[config.mk]
export PLATFORM = sky130hd
export DESIGN_NAME = uart_cmd_slave_flat
export DESIGN_NICKNAME = d
export VERILOG_FILES = /design/src/rtl/uart_cmd_slave_if.sv /design/src/rtl/uart_cmd_slave.sv /design/src/flat_wrapper.sv
export SDC_FILE = /design/constraint.sdc
export NUM_CORES = 1
export LEC_CHECK = 0
export CAP_MARGIN = 20
export CORE_MARGIN = 1.5
export CORE_UTILIZATION = 35
export CTS_BUF_LIST = sky130_fd_sc_hd__clkbuf_8 sky130_fd_sc_hd__clkbuf_16
export DETAILED_ROUTE_END_ITERATION = 7
export MAX_ROUTING_LAYER = met4
export PLACE_DENSITY_LB_ADDON = 0.3
export SYNTH_ARGS = -nofsm -noshare
export SYNTH_HDL_FRONTEND = slang
export SYNTH_SLANG_ARGS = --single-unit
[constraint.sdc]
create_clock -name clk -period 2.6 [get_ports clk]
set_input_delay 0.52 -clock clk [delete_from_list [all_inputs] [get_ports clk]]
set_output_delay 0.52 -clock clk [all_outputs]
set_load 0.01 [all_outputs]
[src/rtl/uart_cmd_slave_if.sv]
`timescale 1ns/1ps
// uart_cmd_slave_if
// Register-port bundle between the UART command responder and the register file.
//   reg_wr    : one-cycle write strobe
//   reg_rd    : one-cycle read strobe
//   reg_addr  : register address, held from decode until the responder idles
//   reg_wdata : write data, valid with reg_wr
//   reg_rdata : read data, valid the cycle after reg_rd
// Modports: master = command responder side, slave = register file side.
interface uart_cmd_slave_if #(
    parameter int unsigned ADDR_WIDTH = 7,
    parameter int unsigned DATA_WIDTH = 8
);
    logic                  reg_wr;
    logic                  reg_rd;
    logic [ADDR_WIDTH-1:0] reg_addr;
    logic [DATA_WIDTH-1:0] reg_wdata;
    logic [DATA_WIDTH-1:0] reg_rdata;

    modport master (
        output reg_wr,
        output reg_rd,
        output reg_addr,
        output reg_wdata,
        input  reg_rdata
    );

    modport slave (
        input  reg_wr,
        input  reg_rd,
        input  reg_addr,
        input  reg_wdata,
        output reg_rdata
    );
endinterface

[src/rtl/uart_cmd_slave.sv]
`timescale 1ns/1ps
// uart_cmd_slave
// UART command responder. Receives a command byte (bit7 = write, bits6:0 = address),
// plus a data byte for writes, and drives a register port. Reads are answered with
// one UART frame carrying the register value. Half-duplex, one command in flight.
// Ports:
//   clk, rst_n  : system clock, asynchronous active-low reset
//   rx          : UART serial input (asynchronous, idle high)
//   tx          : UART serial output (idle high)
//   reg_if      : register port (uart_cmd_slave_if.master)
//   busy        : high whenever the FSM is not idle
//   err_parity  : one-cycle pulse on a parity mismatch
//   err_frame   : one-cycle pulse when a stop bit is sampled low
// Build option: define UART_CMD_PARITY_EN to add an even-parity bit to every frame
// (checked on receive, generated on transmit). Without it frames are 10 bits long
// and err_parity is tied low.
module uart_cmd_slave #(
    parameter int unsigned CLK_DIV    = 434,
    parameter int unsigned ADDR_WIDTH = 7,
    parameter int unsigned DATA_WIDTH = 8
) (
    input  logic             clk,
    input  logic             rst_n,
    input  logic             rx,
    output logic             tx,
    uart_cmd_slave_if.master reg_if,
    output logic             busy,
    output logic             err_parity,
    output logic             err_frame
);

    localparam int unsigned      CNT_W   = $clog2(CLK_DIV);
    localparam logic [CNT_W-1:0] CNT_MAX = CNT_W'(CLK_DIV - 1);
    localparam logic [CNT_W-1:0] CNT_MID = CNT_W'(CLK_DIV / 2 - 1);

    // Bit index within a frame: 0 = start, 1..8 = data, [9 = parity], LAST_BIT = stop.
`ifdef UART_CMD_PARITY_EN
    localparam logic [3:0]  LAST_BIT = 4'd10;
    localparam int unsigned TX_W     = DATA_WIDTH + 2;
`else
    localparam logic [3:0]  LAST_BIT = 4'd9;
    localparam int unsigned TX_W     = DATA_WIDTH + 1;
`endif

    typedef enum logic [2:0] {
        IDLE,
        RX_CMD,
        RX_DATA,
        WRITE,
        READ,
        CAPTURE,
        TX_RESP,
        WAIT_IDLE
    } state_t;

    state_t state_q, state_d;

    logic                  rx_s1, rx_s2, rx_d;
    logic                  rx_fall;
    logic                  rx_busy;
    logic                  rx_sample;
    logic [CNT_W-1:0]      cnt;
    logic [3:0]            bit_idx;
    logic [DATA_WIDTH-1:0] sh;
    logic [TX_W-1:0]       tx_sh;
    logic                  tx_q;
    logic [ADDR_WIDTH-1:0] reg_addr_q;
    logic [DATA_WIDTH-1:0] reg_wdata_q;
    logic                  err_frame_q;
`ifdef UART_CMD_PARITY_EN
    logic                  par_acc;
    logic                  err_parity_q;
`endif

    // Two-stage synchronizer plus one delay stage for falling-edge detection.
    always_ff @(posedge clk or negedge rst_n) begin
        if (!rst_n) begin
            rx_s1 <= 1'b1;
            rx_s2 <= 1'b1;
            rx_d  <= 1'b1;
        end else begin
            rx_s1 <= rx;
            rx_s2 <= rx_s1;
            rx_d  <= rx_s2;
        end
    end

    assign rx_fall   = rx_d & ~rx_s2;
    // rx_busy separates an active frame from RX_DATA's wait for the data byte.
    assign rx_sample = rx_busy && (state_q == RX_CMD || state_q == RX_DATA) && (cnt == CNT_MID);

    // State register
    always_ff @(posedge clk or negedge rst_n) begin
        if (!rst_n) begin
            state_q <= IDLE;
        end else begin
            state_q <= state_d;
        end
    end

    // Next-state logic
    always_comb begin
        state_d = state_q;
        case (state_q)
            IDLE: begin
                if (rx_fall) state_d = RX_CMD;
            end
            RX_CMD, RX_DATA: begin
                if (rx_sample) begin
                    if (bit_idx == 4'd0) begin
                        if (rx_s2) state_d = IDLE;
                    end else if (bit_idx == LAST_BIT) begin
                        // Framing takes priority over parity.
                        if (!rx_s2) state_d = WAIT_IDLE;
`ifdef UART_CMD_PARITY_EN
                        else if (par_acc) state_d = IDLE;
`endif
                        else if (state_q == RX_DATA) state_d = WRITE;
                        else if (sh[DATA_WIDTH-1]) state_d = RX_DATA;
                        else state_d = READ;
                    end
                end
            end
            WRITE:   state_d = IDLE;
            READ:    state_d = CAPTURE;
            CAPTURE: state_d = TX_RESP;
            TX_RESP: begin
                if (cnt == CNT_MAX && bit_idx == LAST_BIT) state_d = IDLE;
            end
            WAIT_IDLE: begin
                if (rx_s2 && cnt == CNT_MAX) state_d = IDLE;
            end
            default: state_d = IDLE;
        endcase
    end

    // Output logic
    always_comb begin
        reg_if.reg_wr = (state_q == WRITE);
        reg_if.reg_rd = (state_q == READ);
        busy          = (state_q != IDLE);
    end

    assign reg_if.reg_addr  = reg_addr_q;
    assign reg_if.reg_wdata = reg_wdata_q;
    assign tx               = tx_q;
    assign err_frame        = err_frame_q;
`ifdef UART_CMD_PARITY_EN
    assign err_parity       = err_parity_q;
`else
    assign err_parity       = 1'b0;
`endif

    // Datapath: bit timing, receive shift, transmit shift, latched register port.
    always_ff @(posedge clk or negedge rst_n) begin
        if (!rst_n) begin
            rx_busy      <= 1'b0;
            cnt          <= '0;
            bit_idx      <= '0;
            sh           <= '0;
            tx_sh        <= '1;
            tx_q         <= 1'b1;
            reg_addr_q   <= '0;
            reg_wdata_q  <= '0;
            err_frame_q  <= 1'b0;
`ifdef UART_CMD_PARITY_EN
            par_acc      <= 1'b0;
            err_parity_q <= 1'b0;
`endif
        end else begin
            err_frame_q  <= 1'b0;
`ifdef UART_CMD_PARITY_EN
            err_parity_q <= 1'b0;
`endif
            case (state_q)
                IDLE: begin
                    tx_q    <= 1'b1;
                    rx_busy <= rx_fall;
                    cnt     <= '0;
                    bit_idx <= '0;
`ifdef UART_CMD_PARITY_EN
                    par_acc <= 1'b0;
`endif
                end
                RX_CMD, RX_DATA: begin
                    if (!rx_busy) begin
                        rx_busy <= rx_fall;
                        cnt     <= '0;
                        bit_idx <= '0;
`ifdef UART_CMD_PARITY_EN
                        par_acc <= 1'b0;
`endif
                    end else begin
                        cnt <= (cnt == CNT_MAX) ? '0 : cnt + 1'b1;
                        if (rx_sample) begin
                            bit_idx <= bit_idx + 1'b1;
                            if (bit_idx >= 4'd1 && bit_idx <= 4'd8) begin
                                sh <= {rx_s2, sh[DATA_WIDTH-1:1]};
`ifdef UART_CMD_PARITY_EN
                                par_acc <= par_acc ^ rx_s2;
`endif
                            end
`ifdef UART_CMD_PARITY_EN
                            if (bit_idx == 4'd9) par_acc <= par_acc ^ rx_s2;
`endif
                            if (bit_idx == LAST_BIT) begin
                                rx_busy <= 1'b0;
                                cnt     <= '0;
                                if (!rx_s2) err_frame_q <= 1'b1;
`ifdef UART_CMD_PARITY_EN
                                else if (par_acc) err_parity_q <= 1'b1;
`endif
                                else if (state_q == RX_CMD) reg_addr_q <= sh[ADDR_WIDTH-1:0];
                                else reg_wdata_q <= sh;
                            end
                        end
                    end
                end
                CAPTURE: begin
`ifdef UART_CMD_PARITY_EN
                    tx_sh <= {1'b1, ^reg_if.reg_rdata, reg_if.reg_rdata};
`else
                    tx_sh <= {1'b1, reg_if.reg_rdata};
`endif
                    tx_q    <= 1'b0;
                    cnt     <= '0;
                    bit_idx <= '0;
                end
                TX_RESP: begin
                    if (cnt == CNT_MAX) begin
                        cnt     <= '0;
                        bit_idx <= bit_idx + 1'b1;
                        tx_q    <= tx_sh[0];
                        tx_sh   <= {1'b1, tx_sh[TX_W-1:1]};
                    end else begin
                        cnt <= cnt + 1'b1;
                    end
                end
                WAIT_IDLE: begin
                    tx_q <= 1'b1;
                    cnt  <= rx_s2 ? cnt + 1'b1 : '0;
                end
                default: begin
                    tx_q <= 1'b1;
                end
            endcase
        end
    end

endmodule

[src/flat_wrapper.sv]
// flat-port wrapper written by rule: the top's interface ports become plain ports
module uart_cmd_slave_flat 
#(
    parameter int unsigned CLK_DIV    = 434,
    parameter int unsigned ADDR_WIDTH = 7,
    parameter int unsigned DATA_WIDTH = 8
)
  (clk, rst_n, rx, tx, busy, err_parity, err_frame, reg_if_reg_wr, reg_if_reg_rd, reg_if_reg_addr, reg_if_reg_wdata, reg_if_reg_rdata);
  uart_cmd_slave_if #(.ADDR_WIDTH(ADDR_WIDTH), .DATA_WIDTH(DATA_WIDTH)) reg_if_i ();
  input  logic clk;
  input  logic rst_n;
  input  logic rx;
  output logic tx;
  output logic busy;
  output logic err_parity;
  output logic err_frame;
  output wire logic [$bits(reg_if_i.reg_wr)-1:0] reg_if_reg_wr;
  output wire logic [$bits(reg_if_i.reg_rd)-1:0] reg_if_reg_rd;
  output wire logic [$bits(reg_if_i.reg_addr)-1:0] reg_if_reg_addr;
  output wire logic [$bits(reg_if_i.reg_wdata)-1:0] reg_if_reg_wdata;
  input wire logic [$bits(reg_if_i.reg_rdata)-1:0] reg_if_reg_rdata;
  assign reg_if_reg_wr = reg_if_i.reg_wr;
  assign reg_if_reg_rd = reg_if_i.reg_rd;
  assign reg_if_reg_addr = reg_if_i.reg_addr;
  assign reg_if_reg_wdata = reg_if_i.reg_wdata;
  assign reg_if_i.reg_rdata = reg_if_reg_rdata;
  uart_cmd_slave #(.CLK_DIV(CLK_DIV), .ADDR_WIDTH(ADDR_WIDTH), .DATA_WIDTH(DATA_WIDTH)) u_core (.clk(clk), .rst_n(rst_n), .rx(rx), .tx(tx), .reg_if(reg_if_i), .busy(busy), .err_parity(err_parity), .err_frame(err_frame));
endmodule
# ---- Yosys cells after proc, flatten, opt, wreduce, memory -nomap -nowiden
# Index checks and enable logic that the tools add are counted.
dict set report word_totals {
  latchBits 0
  in_bits 11
  reg_bits 54
  memories 0
  ram_bits 0
  rom_bits 0
  output_inout_bits 21
}
dict set report classes {
  muxes 34
  bitwise 4
  n_eq_ne 18
  reduce_logical 22
  n_mul 0
  n_div 0
  magnitude_cmp 2
  n_shift 0
  n_addsub 2
}
# op n
set op_table {}
lappend op_table {{9-bit 2-to-1 mux} 6}
lappend op_table {{9-bit one-hot mux with 4 select lines} 1}
lappend op_table {{3-bit 2-to-1 mux} 10}
lappend op_table {{3-bit one-hot mux with 7 select lines} 1}
lappend op_table {{9-bit one-hot mux with 2 select lines} 1}
lappend op_table {{6-bit AND reduction} 3}
lappend op_table {{3-bit == test, second input constant} 4}
lappend op_table {{4-bit 2-to-1 mux} 3}
lappend op_table {{4-bit one-hot mux with 3 select lines} 1}
lappend op_table {{2-bit by 1-bit inequality test with 1-bit output, second input constant} 5}
lappend op_table {{9-bit by 1-bit adder with 9-bit output, second input constant} 1}
lappend op_table {{9-bit by 8-bit == test with 1-bit output, second input constant} 1}
lappend op_table {{9-bit == test, second input constant} 1}
lappend op_table {{1-bit 2-to-1 mux} 9}
lappend op_table {{3-bit by 2-bit == test with 1-bit output, second input constant} 2}
lappend op_table {{3-bit nonzero test} 2}
lappend op_table {{1-bit logical AND} 5}
lappend op_table {{4-bit by 1-bit adder with 4-bit output, second input constant} 1}
lappend op_table {{4-bit == test, second input constant} 1}
lappend op_table {{4-bit by 1-bit greater-or-equal comparator with 1-bit output, second input constant} 1}
lappend op_table {{4-bit less-or-equal comparator, second input constant} 1}
lappend op_table {{4-bit logical NOT} 1}
lappend op_table {{2-bit AND reduction} 2}
lappend op_table {{4-bit AND reduction} 1}
lappend op_table {{14 further kinds} 18}

# ---- Logic depth before layout (Yosys ltp)
# Gate-level depths: netlist of run 1.
dict set report logic_depth {
  depth_word 7
  ltp_mapped 8
  mapped_depth_nobuf 7
}

# ---- Worst setup path after synthesis of run 1
# No wires, ideal clock.
dict set report synth_path {
  path_type {reg2reg}
  startpoint {register u_core.cnt[0]}
  endpoint {register u_core.cnt[8]}
  path_stages_with_launch 7
  required_ps 2517
  n_path_buf 0
  synth_period_minus_slack_ps 1735
  arrival_time_ps 1653
  setup_slack_ps 865
  cell_sequence {dfrtp_1 ha_1 nand3_2 or3_4 or2_0 or3_1 o22ai_1}
}
dict set report synth_via {
  elab_chain_len 6
  elab_cells_between_ends 10
  cone_classes {add/sub: 1; eq/ne: 2; mux: 6; reduce/logical: 1}
}
# item line
set synth_rtl {}
lappend synth_rtl {{start: declaration} uart_cmd_slave.sv:62} ;# logic [CNT_W-1:0] cnt;
lappend synth_rtl {{start signal: assignment} uart_cmd_slave.sv:194} ;# cnt <= (cnt == CNT_MAX) ? '0 : cnt + 1'b1;
lappend synth_rtl {{start signal: assignment} uart_cmd_slave.sv:236} ;# cnt <= cnt + 1'b1;
lappend synth_rtl {{start signal: assignment} uart_cmd_slave.sv:241} ;# cnt <= rx_s2 ? cnt + 1'b1 : '0;
lappend synth_rtl {{9-bit by 1-bit adder with 9-bit output / 9-bit == test (equally long branches)} --}
lappend synth_rtl {{9-bit 2-to-1 mux} {uart_cmd_slave.sv:194, uart_cmd_slave.sv:230}}
lappend synth_rtl {{9-bit 2-to-1 mux} uart_cmd_slave.sv:206} ;# if (bit_idx == LAST_BIT) begin
lappend synth_rtl {{9-bit 2-to-1 mux} uart_cmd_slave.sv:195} ;# if (rx_sample) begin
lappend synth_rtl {{9-bit 2-to-1 mux} uart_cmd_slave.sv:186} ;# if (!rx_busy) begin
lappend synth_rtl {{9-bit one-hot mux with 4 select lines (*)} uart_cmd_slave.sv:175} ;# case (state_q)
# Mark *: on every way between the ends. The rest lies on a longest branch, timed or not.
# A chain may end at the register's enable or synchronous reset.

# ---- Final worst setup path of run 1
dict set report layout_path {
  startpoint {register u_core.state_q[1]}
  endpoint {output port reg_if_reg_rd}
}
dict set report layout_via {
  elab_chain_len 1
}
# item line
set layout_rtl {}
lappend layout_rtl {{start: declaration} uart_cmd_slave.sv:56} ;# state_t state_q, state_d;
lappend layout_rtl {{start signal: assignment} uart_cmd_slave.sv:97} ;# state_q <= state_d;
lappend layout_rtl {{3-bit == test} uart_cmd_slave.sv:140} ;# reg_if.reg_rd = (state_q == READ);
lappend layout_rtl {{end: declaration} flat_wrapper.sv:18} ;# output wire logic [$bits(reg_if_i.reg_rd)-1:0] reg_if_reg_rd;
# Every way passes these cells.

==> out/qor.yml, run 1 <==
sta:
  hold_viol: 0
  finalCritPeriodShare: 0.925
  period_minus_slack_ns: 2.41
  slew_violations: 0
  finalSetupViolCount: 0
  timing.fmax_mhz: 416
  setup_tns_ns: 0
  rsz0062_at_grt: "no"
  slew_headroom: 0.643
  skew_ns: 0.00662
  worst_pin_slew_ns: 0.533
floorplan:
  die_y_um: 92.7
  num_rows: 32
  initial_core_util: 0.362
  coreArea_um2: 7770
  ios: 32
  dieArea_um2: 8590
  die_w_um: 92.7
placed_design:
  dpl.hpwl_um: 4090
  io_buffers: 30
  placed_area_um2: 3190
  place_congestion: 0.845
routing:
  vias_per_cell: 5.13
  drt_iter0_markers: 123
  wl_per_cell_um: 14.4
  final_antenna_net_count: 0
  vias: 2045
  dr.pass1.iters: 4
  drc: 0
  wirelength_um: 5740
synth:
  synthFlopType: "dfrtp_1"
  synth_seq_area_share: 0.477
  synth_cells: 268
  yosys.cell_types.count: 60
  synth_seq_cells: 53
  netlist_top_cells_count: "dfrtp_1 (41), mux2_2 (24), nand2_1 (23), o21ai_0 (23), inv_1 (13)"
  yosys.area.top_type: "dfrtp_1"
  syn_area_per_cell_um2: 10.5
  synth_top_cell_area_share: 0.365
  yosys-top-cells-area: "dfrtp_1 (36%), dfstp_2 (11%), mux2_2 (9.6%)"
  yosys_warnings: 0
  synth_edf_count: 0
  syn_nets: 285
  yosysMostFrequentCell: "dfrtp_1"
  synth-async-reset-ratio: 1.00
  synth.cell_area_um2: 2810
clocking:
  clk_pin_slew_ns: 0.11
  clk_latency_ns: 0.30
  cts_buffers: 5
  numClockSinks: 53
  cts_setup_buffers: 0
  clockBufferDepth: 2
  cts_tree: "done"
  cts_hold_buffers: 0
  cts_resized: 0
  htreeDepth: 2
  cts_root_buf: "clkbuf_8"
global_route:
  grt_pass1_wl_um: 9760
  gr-total-overflow: 0
  grtUsageTotal: 0.144
  grt_max_degree: 36
  antenna_found_initial: 0
  grt_pass1_vias: 2038
final_layout:
  area_growth_pct: 16.7
  final_nets: 313
  drive_gt1_frac: 0.209
  design_area_um2: 3280
  diodes: 0
worst_setup_path:
  ff2ff_path_depth: 6
  regToRegEndpoint: "u_core.bit_idx[3]"
  worstPathArrival_ns: 1.89
  crit_path_start_kind: "flop"
  timing.rr.start: "u_core.state_q[0]"
  cp.required_ns: 2.08
  ff2ff_setup_slack_ns: 0.47
  cp_max_fo: 17
  crit_type: "reg -> out"
  worstSetupEndpointType: "output port"
pwr:
  netSwitchingFraction: 0.378
  p_int_mw: 1.64
  share_seq_of_total_power: 0.430
  power_leakage_nw: 1.46
  p_sw_mw: 0.995
  irDropWorstVdd_mv: 0.334
  combPwrFrac: 0.380
  power_density_nw_per_um2: 802
  power_frac_clock: 0.190
run:
  max_cap_violations: 0
status:
  status: "finished, final reports clean"
hold_path:
  holdCritPathClass: "in -> async"
==> flip-flops by register name (all words and copies together), names as in the netlist <==
register / flops
u_core.rx_d: 1
u_core.rx_s1: 1
u_core.rx_busy: 1
u_core.state_q: 3
u_core.reg_if.reg_addr: 7
u_core.rx_s2: 1
u_core.cnt: 9
u_core.tx: 1
u_core.bit_idx: 4
u_core.tx_sh: 8
u_core.err_frame: 1
u_core.reg_if.reg_wdata: 8
u_core.sh: 8
==> power groups by stage <==
stage	clock network (mW)	registers (mW)	logic (mW)
after CTS	0.523	1.13	1.00
after global placement	0	1.14	0.980
after floorplan	0	1.08	0.837
final	0.501	1.13	1.00
after global routing	0.550	1.16	1.12
after detailed placement	0	1.15	0.998
==> how the worst max path moves through the flow <==
stage | from | end | slack, ns | cells past startpoint
after floorplan | u_core.cnt[0] | u_core.cnt[8] | 0.86 | 6
after global placement | u_core.state_q[1] | reg_if_reg_rd | 0.49 | 2
after detailed placement | u_core.state_q[0] | u_core.bit_idx[3] | 0.49 | 6
after CTS | u_core.state_q[1] | reg_if_reg_rd | 0.14 | 2
after global routing | u_core.state_q[1] | reg_if_reg_rd | 0.08 | 2
final | u_core.state_q[1] | reg_if_reg_rd | 0.19 | 2
==> routing by layer <==
layer	part of all wire	global-route usage	vias up
met2	0.47	0.240	30
met4	0.0080	0.0303	0
met3	0.032	0.0263	4
met5	0	-	-
met1	0.49	0.184	997
li1	-	-	1014
==> per-stage QoR <==
step | util | setup WS, ns | power, mW | std cells | hold WS, ns
2_1_floorplan | - | 0.865 | 1.91 | 268 | 0.224
3_3_place_gp | 0.410 | 0.491 | 2.12 | 391 | 0.346
3_5_place_dp | 0.410 | 0.491 | 2.15 | 391 | 0.348
4_1_cts | 0.423 | 0.140 | 2.66 | 399 | 0.150
5_1_grt | 0.423 | 0.0773 | 2.83 | 399 | 0.155
6_report | 0.423 | 0.195 | 2.63 | 399 | 0.130
==> worst max-delay path: stages, from the launching register on <==
cell and delay (ns):
dfrtp_1 0.56, nor3b_1 0.41, clkdlybuf4s50_1 0.62
==> layout by cell type (no fill, tap or decap), drive strengths merged, types with 2 or more instances in the layout <==
cell | synthesis | final
or2 | 4 | 4
buf | 12 | 5
nand2 | 24 | 24
o22ai | 3 | 3
ha | 6 | 6
nand2b | 6 | 6
nor2b | 4 | 4
mux2 | 24 | 24
nor3 | 8 | 8
dfrtp | 41 | 41
o31ai | 2 | 2
clkbuf | 1 | 5
nor2 | 8 | 8
dfstp | 12 | 12
nand3b | 4 | 4
a21oi | 9 | 9
o21ai | 26 | 26
nor3b | 3 | 3
o211a | 2 | 2
a31oi | 5 | 5
or3 | 6 | 6
nand3 | 10 | 10
clkdlybuf4s50 | 0 | 29
and3b | 2 | 2
a2bb2oi | 2 | 2
mux2i | 8 | 8
inv | 14 | 16
nand4 | 3 | 3
==> layout make-up <==
| cell class | instances | area, um^2 |
|---|---|---|
| fillers | 763 | 4480 |
| repair buffers | 34 | 325 |
| clock buffers | 5 | 68.8 |
| flip-flops and latches | 53 | 1340 |
| well taps | 102 | 128 |
| inverters | 14 | 52.6 |
| multi-input cells | 188 | 1340 |
| clock inverters | 3 | 28.8 |
==> kinds of logic after synthesis <==
| family | count (synthesis) | share of synthesized area |
|---|---|---|
| flip-flops | 53 | 0.477 |
| multiplexers | 32 | 0.125 |
| other | 1 | 0.00133 |
| XOR/XNOR | 2 | 0.00623 |
| AO/OA/AOI/OAI | 61 | 0.138 |
| buffers and inverters | 27 | 0.0476 |
| AND/OR/NAND/NOR | 86 | 0.179 |
| adder cells (fa/ha/maj) | 6 | 0.0267 |
Note: power is estimated with default switching activity, not from simulation.
==> inputs of run 2 (changes only) <==
CELL_PAD_IN_SITES_DETAIL_PLACEMENT = 0   (was unset)
CELL_PAD_IN_SITES_GLOBAL_PLACEMENT = 2   (was unset)
==> run 2 against run 1 <==
Compared with the run above: clock power rose by 12%; non-clock buffer count rose by 2; die area did not move; worst hold slack improved by 0.093 ns; sequential share of layout area fell by 0.57 points; register-to-register slack barely moved; global-route usage rose by 1.3 points; setup slack got worse by 0.052 ns.
==> out/qor.yml, run 2 (synthesized netlist as in run 1, its figures left out) <==
clocking:
  clk_pin_slew_ns: 0.10
  cts_tree: "done"
  htreeDepth: 2
  cts_hold_buffers: 0
  cts_setup_buffers: 0
  cts_buffers: 5
  numClockSinks: 53
  cts_resized: 0
  cts_root_buf: "clkbuf_8"
  clockBufferDepth: 2
  clk_latency_ns: 0.30
worst_setup_path:
  worstSetupEndpointType: "output port"
  cp_max_fo: 11
  crit_type: "reg -> out"
  worstPathArrival_ns: 1.94
  crit_path_start_kind: "flop"
  ff2ff_path_depth: 6
  path_cells: "buf_4, or3_1, clkdlybuf4s50_1"
  cp_num_buf_inv: 2
  cp_slowest_stage_delay_ns: 0.52
  startpoint: "u_core.state_q[0]"
  cp_top_family: "buffers and inverters"
  slowest_stage: "dfrtp_1"
  cp.depth: 3
  cp.required_ns: 2.08
  timing.rr.start: "u_core.state_q[0]"
  setup.worst_path.end: "busy"
  ff2ff_setup_slack_ns: 0.46
  regToRegEndpoint: "u_core.state_q[2]"
pwr:
  total_power_mw: 2.73
  irDropWorstVdd_mv: 0.282
  power_density_nw_per_um2: 819
  power_leakage_nw: 1.49
floorplan:
  num_rows: 32
  die_y_um: 92.7
  die_w_um: 92.7
  initial_core_util: 0.362
  coreArea_um2: 7770
  dieArea_um2: 8590
  ios: 32
routing:
  wirelength_um: 6100
  drt_iter0_markers: 126
  dr.pass1.iters: 4
  drc: 0
  wl_per_cell_um: 15.2
  final_antenna_net_count: 0
  vias_per_cell: 5.17
  vias: 2072
sta:
  skew_ns: 0.00871
  finalCritPeriodShare: 0.945
  rsz0062_at_grt: "no"
  finalSetupViolCount: 0
  fin_ws_ns: 0.143
  whs_ns: 0.223
  hold_viol: 0
  setup_tns_ns: 0
  timing.fmax_mhz: 407
  period_minus_slack_ns: 2.46
  slew_violations: 0
  slew_headroom: 0.579
  worst_pin_slew_ns: 0.632
final_layout:
  final_nets: 315
  mostFrequentLayoutCells: "dfrtp_1 (41), clkdlybuf4s50_1 (29), mux2_2 (24)"
  finalNonFillerCells: 401
  area_growth_pct: 18.3
  drive_gt1_frac: 0.214
  diodes: 0
  final_common_cell: "dfrtp_1"
  regMostFlops: "u_core.cnt"
  largest_register_ffs: 9
placed_design:
  dp_cells: 393
  dpl.hpwl_um: 4400
  place_congestion: 0.832
  io_buffers: 30
  dpl_worst_slack_ns: 0.382
run:
  max_cap_violations: 0
hold_path:
  holdCritPathClass: "in -> async"
global_route:
  antenna_found_initial: 0
  gr-total-overflow: 0
  grt_pass1_wl_um: 10300
  grt_pass1_vias: 2042
  grt_max_degree: 30
  grtUsageTotal: 0.157
status:
  status: "finished, final reports clean"
## run 2: worst min path at each step
stage / from / to / depth (start not counted)
3_3_place_gp: u_core.rx_s1 / u_core.rx_s2 / 0
2_1_floorplan: rst_n / u_core.bit_idx[0] / 0
5_1_grt: rst_n / u_core.reg_if.reg_wdata[3] / 1
6_report: rst_n / u_core.reg_if.reg_wdata[3] / 1
4_1_cts: rst_n / u_core.reg_if.reg_wdata[3] / 1
3_5_place_dp: u_core.rx_s1 / u_core.rx_s2 / 0
## run 2: metal layers
metal | track usage | vias to the layer above | part of all wire
li1 | - | 1013 | -
met1 | 0.212 | 1012 | 0.48
met2 | 0.243 | 40 | 0.48
met3 | 0.0271 | 7 | 0.031
met4 | 0.0480 | 0 | 0.013
met5 | - | - | 0
## run 2: area by class of cell
cell class | count | area (um^2)
clock buffers | 5 | 68.8
clock inverters | 3 | 42.5
fillers | 763 | 4440
inverters | 14 | 52.6
multi-input cells | 188 | 1340
flip-flops and latches | 53 | 1340
well taps | 102 | 128
repair buffers | 36 | 353
## run 2: power by group
part / switching (mW) / internal (mW) / leakage [nW]
clock network: 0.274 / 0.286 / 0.0595
registers: 0.144 / 0.994 / 0.692
logic: 0.575 / 0.454 / 0.738
## run 2: through the flow
step | utilization | area, um^2
global route | 0.429 | 3330
floorplan | - | 2810
detailed placement | 0.414 | 3210
global placement | 0.414 | 3210
CTS | 0.428 | 3320
finish | 0.429 | 3330
==> inputs of run 3 (changes only) <==
CELL_PAD_IN_SITES_DETAIL_PLACEMENT = 1   (was 0)
CELL_PAD_IN_SITES_GLOBAL_PLACEMENT = 1   (was 2)
==> run 3 against run 2 <==
Compared with the run above: worst hold slack got worse by 0.034 ns; fmax grew 0.17%; routed wire length up 4.4%.
==> out/qor.yml, run 3 (synthesized netlist as in run 1, its figures left out) <==
pwr:
  total_power_mw: 2.67
  power_density_nw_per_um2: 812
  power_leakage_nw: 1.46
  irDropWorstVdd_mv: 0.311
floorplan:
  ios: 32
  num_rows: 32
  die_w_um: 92.7
  die_y_um: 92.7
  coreArea_um2: 7770
  initial_core_util: 0.362
  dieArea_um2: 8590
clocking:
  clk_latency_ns: 0.32
  cts_resized: 0
  clk_pin_slew_ns: 0.11
  htreeDepth: 2
  cts_buffers: 5
  cts_tree: "done"
  numClockSinks: 53
  cts_setup_buffers: 0
  cts_root_buf: "clkbuf_8"
  clockBufferDepth: 2
  cts_hold_buffers: 0
final_layout:
  multi_input_area_um2: 1340
  regMostFlops: "u_core.cnt"
  fin_util: 0.423
  seqCellArea_um2: 1340
  mostFrequentLayoutCells: "dfrtp_1 (41), clkdlybuf4s50_1 (29), mux2_2 (24)"
  fillCellCount: 889
  final_nets: 312
  area_growth_pct: 16.8
  diodes: 0
  finalNonFillerCells: 398
  drive_gt1_frac: 0.206
  largest_register_ffs: 9
  final_common_cell: "dfrtp_1"
global_route:
  grtUsageTotal: 0.165
  grt_max_degree: 29
  grt_pass1_wl_um: 10900
  grt_pass1_vias: 2205
  gr-total-overflow: 0
  antenna_found_initial: 0
routing:
  final_antenna_net_count: 0
  wl_per_cell_um: 16.0
  drc: 0
  vias: 2124
  vias_per_cell: 5.34
  drt_iter0_markers: 30
  dr.pass1.iters: 4
  wirelength_um: 6370
hold_path:
  holdCritPathClass: "in -> async"
worst_setup_path:
  worstSetupEndpointType: "output port"
  cp_num_buf_inv: 1
  crit_path_start_kind: "flop"
  crit_type: "reg -> out"
  cp_slowest_stage_delay_ns: 0.61
  cp.required_ns: 2.08
  path_cells: "or3_1, clkdlybuf4s50_1"
  worstPathArrival_ns: 1.93
  slowest_stage: "dfrtp_1"
  cp_max_fo: 20
  cp_top_family: "flip-flops"
sta:
  setup_tns_ns: 0
  rsz0062_at_grt: "no"
  skew_ns: 0.0103
  slew_violations: 0
  timing.fmax_mhz: 408
  finalSetupViolCount: 0
  finalCritPeriodShare: 0.943
  worst_pin_slew_ns: 0.595
  slew_headroom: 0.603
  hold_viol: 0
  period_minus_slack_ns: 2.45
status:
  status: "finished, final reports clean"
placed_design:
  io_buffers: 30
  dp_cells: 390
  dpl.hpwl_um: 4640
  place_congestion: 0.819
run:
  max_cap_violations: 0
==> run 3: cell types whose count changed in the layout (fill, tap and decap cells not counted), sizes merged <==
| cell | previous run | this run |
|---|---|---|
| buf | 7 | 4 |
| inv | 15 | 17 |
| bufinv | 1 | 0 |
| clkinv | 1 | 0 |
==> run 3: through the flow <==
| step | worst slack (ns) | instance area, um^2 | hold slack (ns) |
|---|---|---|---|
| 6_report | 0.147 | 3290 | 0.188 |
| 5_1_grt | 0.00267 | 3290 | 0.218 |
| 4_1_cts | 0.128 | 3290 | 0.203 |
| 3_5_place_dp | 0.399 | 3190 | 0.352 |
| 3_3_place_gp | 0.513 | 3190 | 0.348 |
| 2_1_floorplan | 0.865 | 2810 | 0.224 |
==> run 3: where the power goes <==
| group | switching, mW | internal [mW] | leakage (nW) | total [mW] |
|---|---|---|---|---|
| clock | 0.314 | 0.201 | 0.0495 | 0.515 |
| combinational | 0.558 | 0.433 | 0.722 | 0.991 |
| sequential | 0.169 | 0.995 | 0.692 | 1.16 |
| total | 1.04 | 1.63 | 1.46 | 2.67 |
==> run 3: worst reg2reg max path, delay by kind of cell, from the launching register on <==
family,cells,cell delay (ns)
and+or+nand+nor,2,0.53
DFF,1,0.74
AOI/OAI and AO/OA,3,0.82
==> run 3: path summary, 6_finish.rpt <==
check                                              to  slack [ns]  depth (start not counted)               from
hold / removal             u_core.reg_if.reg_wdata[3]        0.19                          1              rst_n
max in group asynchronous                 u_core.rx_d        1.77                          2              rst_n
min in group clk                         u_core.rx_s2        0.37                          0       u_core.rx_s1
setup / recovery                                 busy        0.15                          2  u_core.state_q[0]
setup reg to reg                    u_core.state_q[2]        0.41                          5  u_core.state_q[0]
hold reg to reg                          u_core.rx_s2        0.37                          0       u_core.rx_s1
==> run 3: routing by layer <==
layer | routed length [um] | up-vias | share of wire | track usage
met3 | 168 | 8 | 0.026 | 0.0271
met5 | 0 | - | 0 | -
met4 | 80 | 0 | 0.013 | 0.0492
li1 | - | 1011 | - | -
met1 | 3160 | 1077 | 0.50 | 0.215
met2 | 2960 | 28 | 0.47 | 0.265
==> run 3: final cells by class <==
type / instances / area share
Sequential cell: 53 / 0.408
Multi-Input combinational cell: 188 / 0.407
Timing Repair Buffer: 33 / 0.101
Tap cell: 102 / 0.0388
Clock buffer: 5 / 0.0209
Inverter: 14 / 0.0160
Clock inverter: 3 / 0.00800
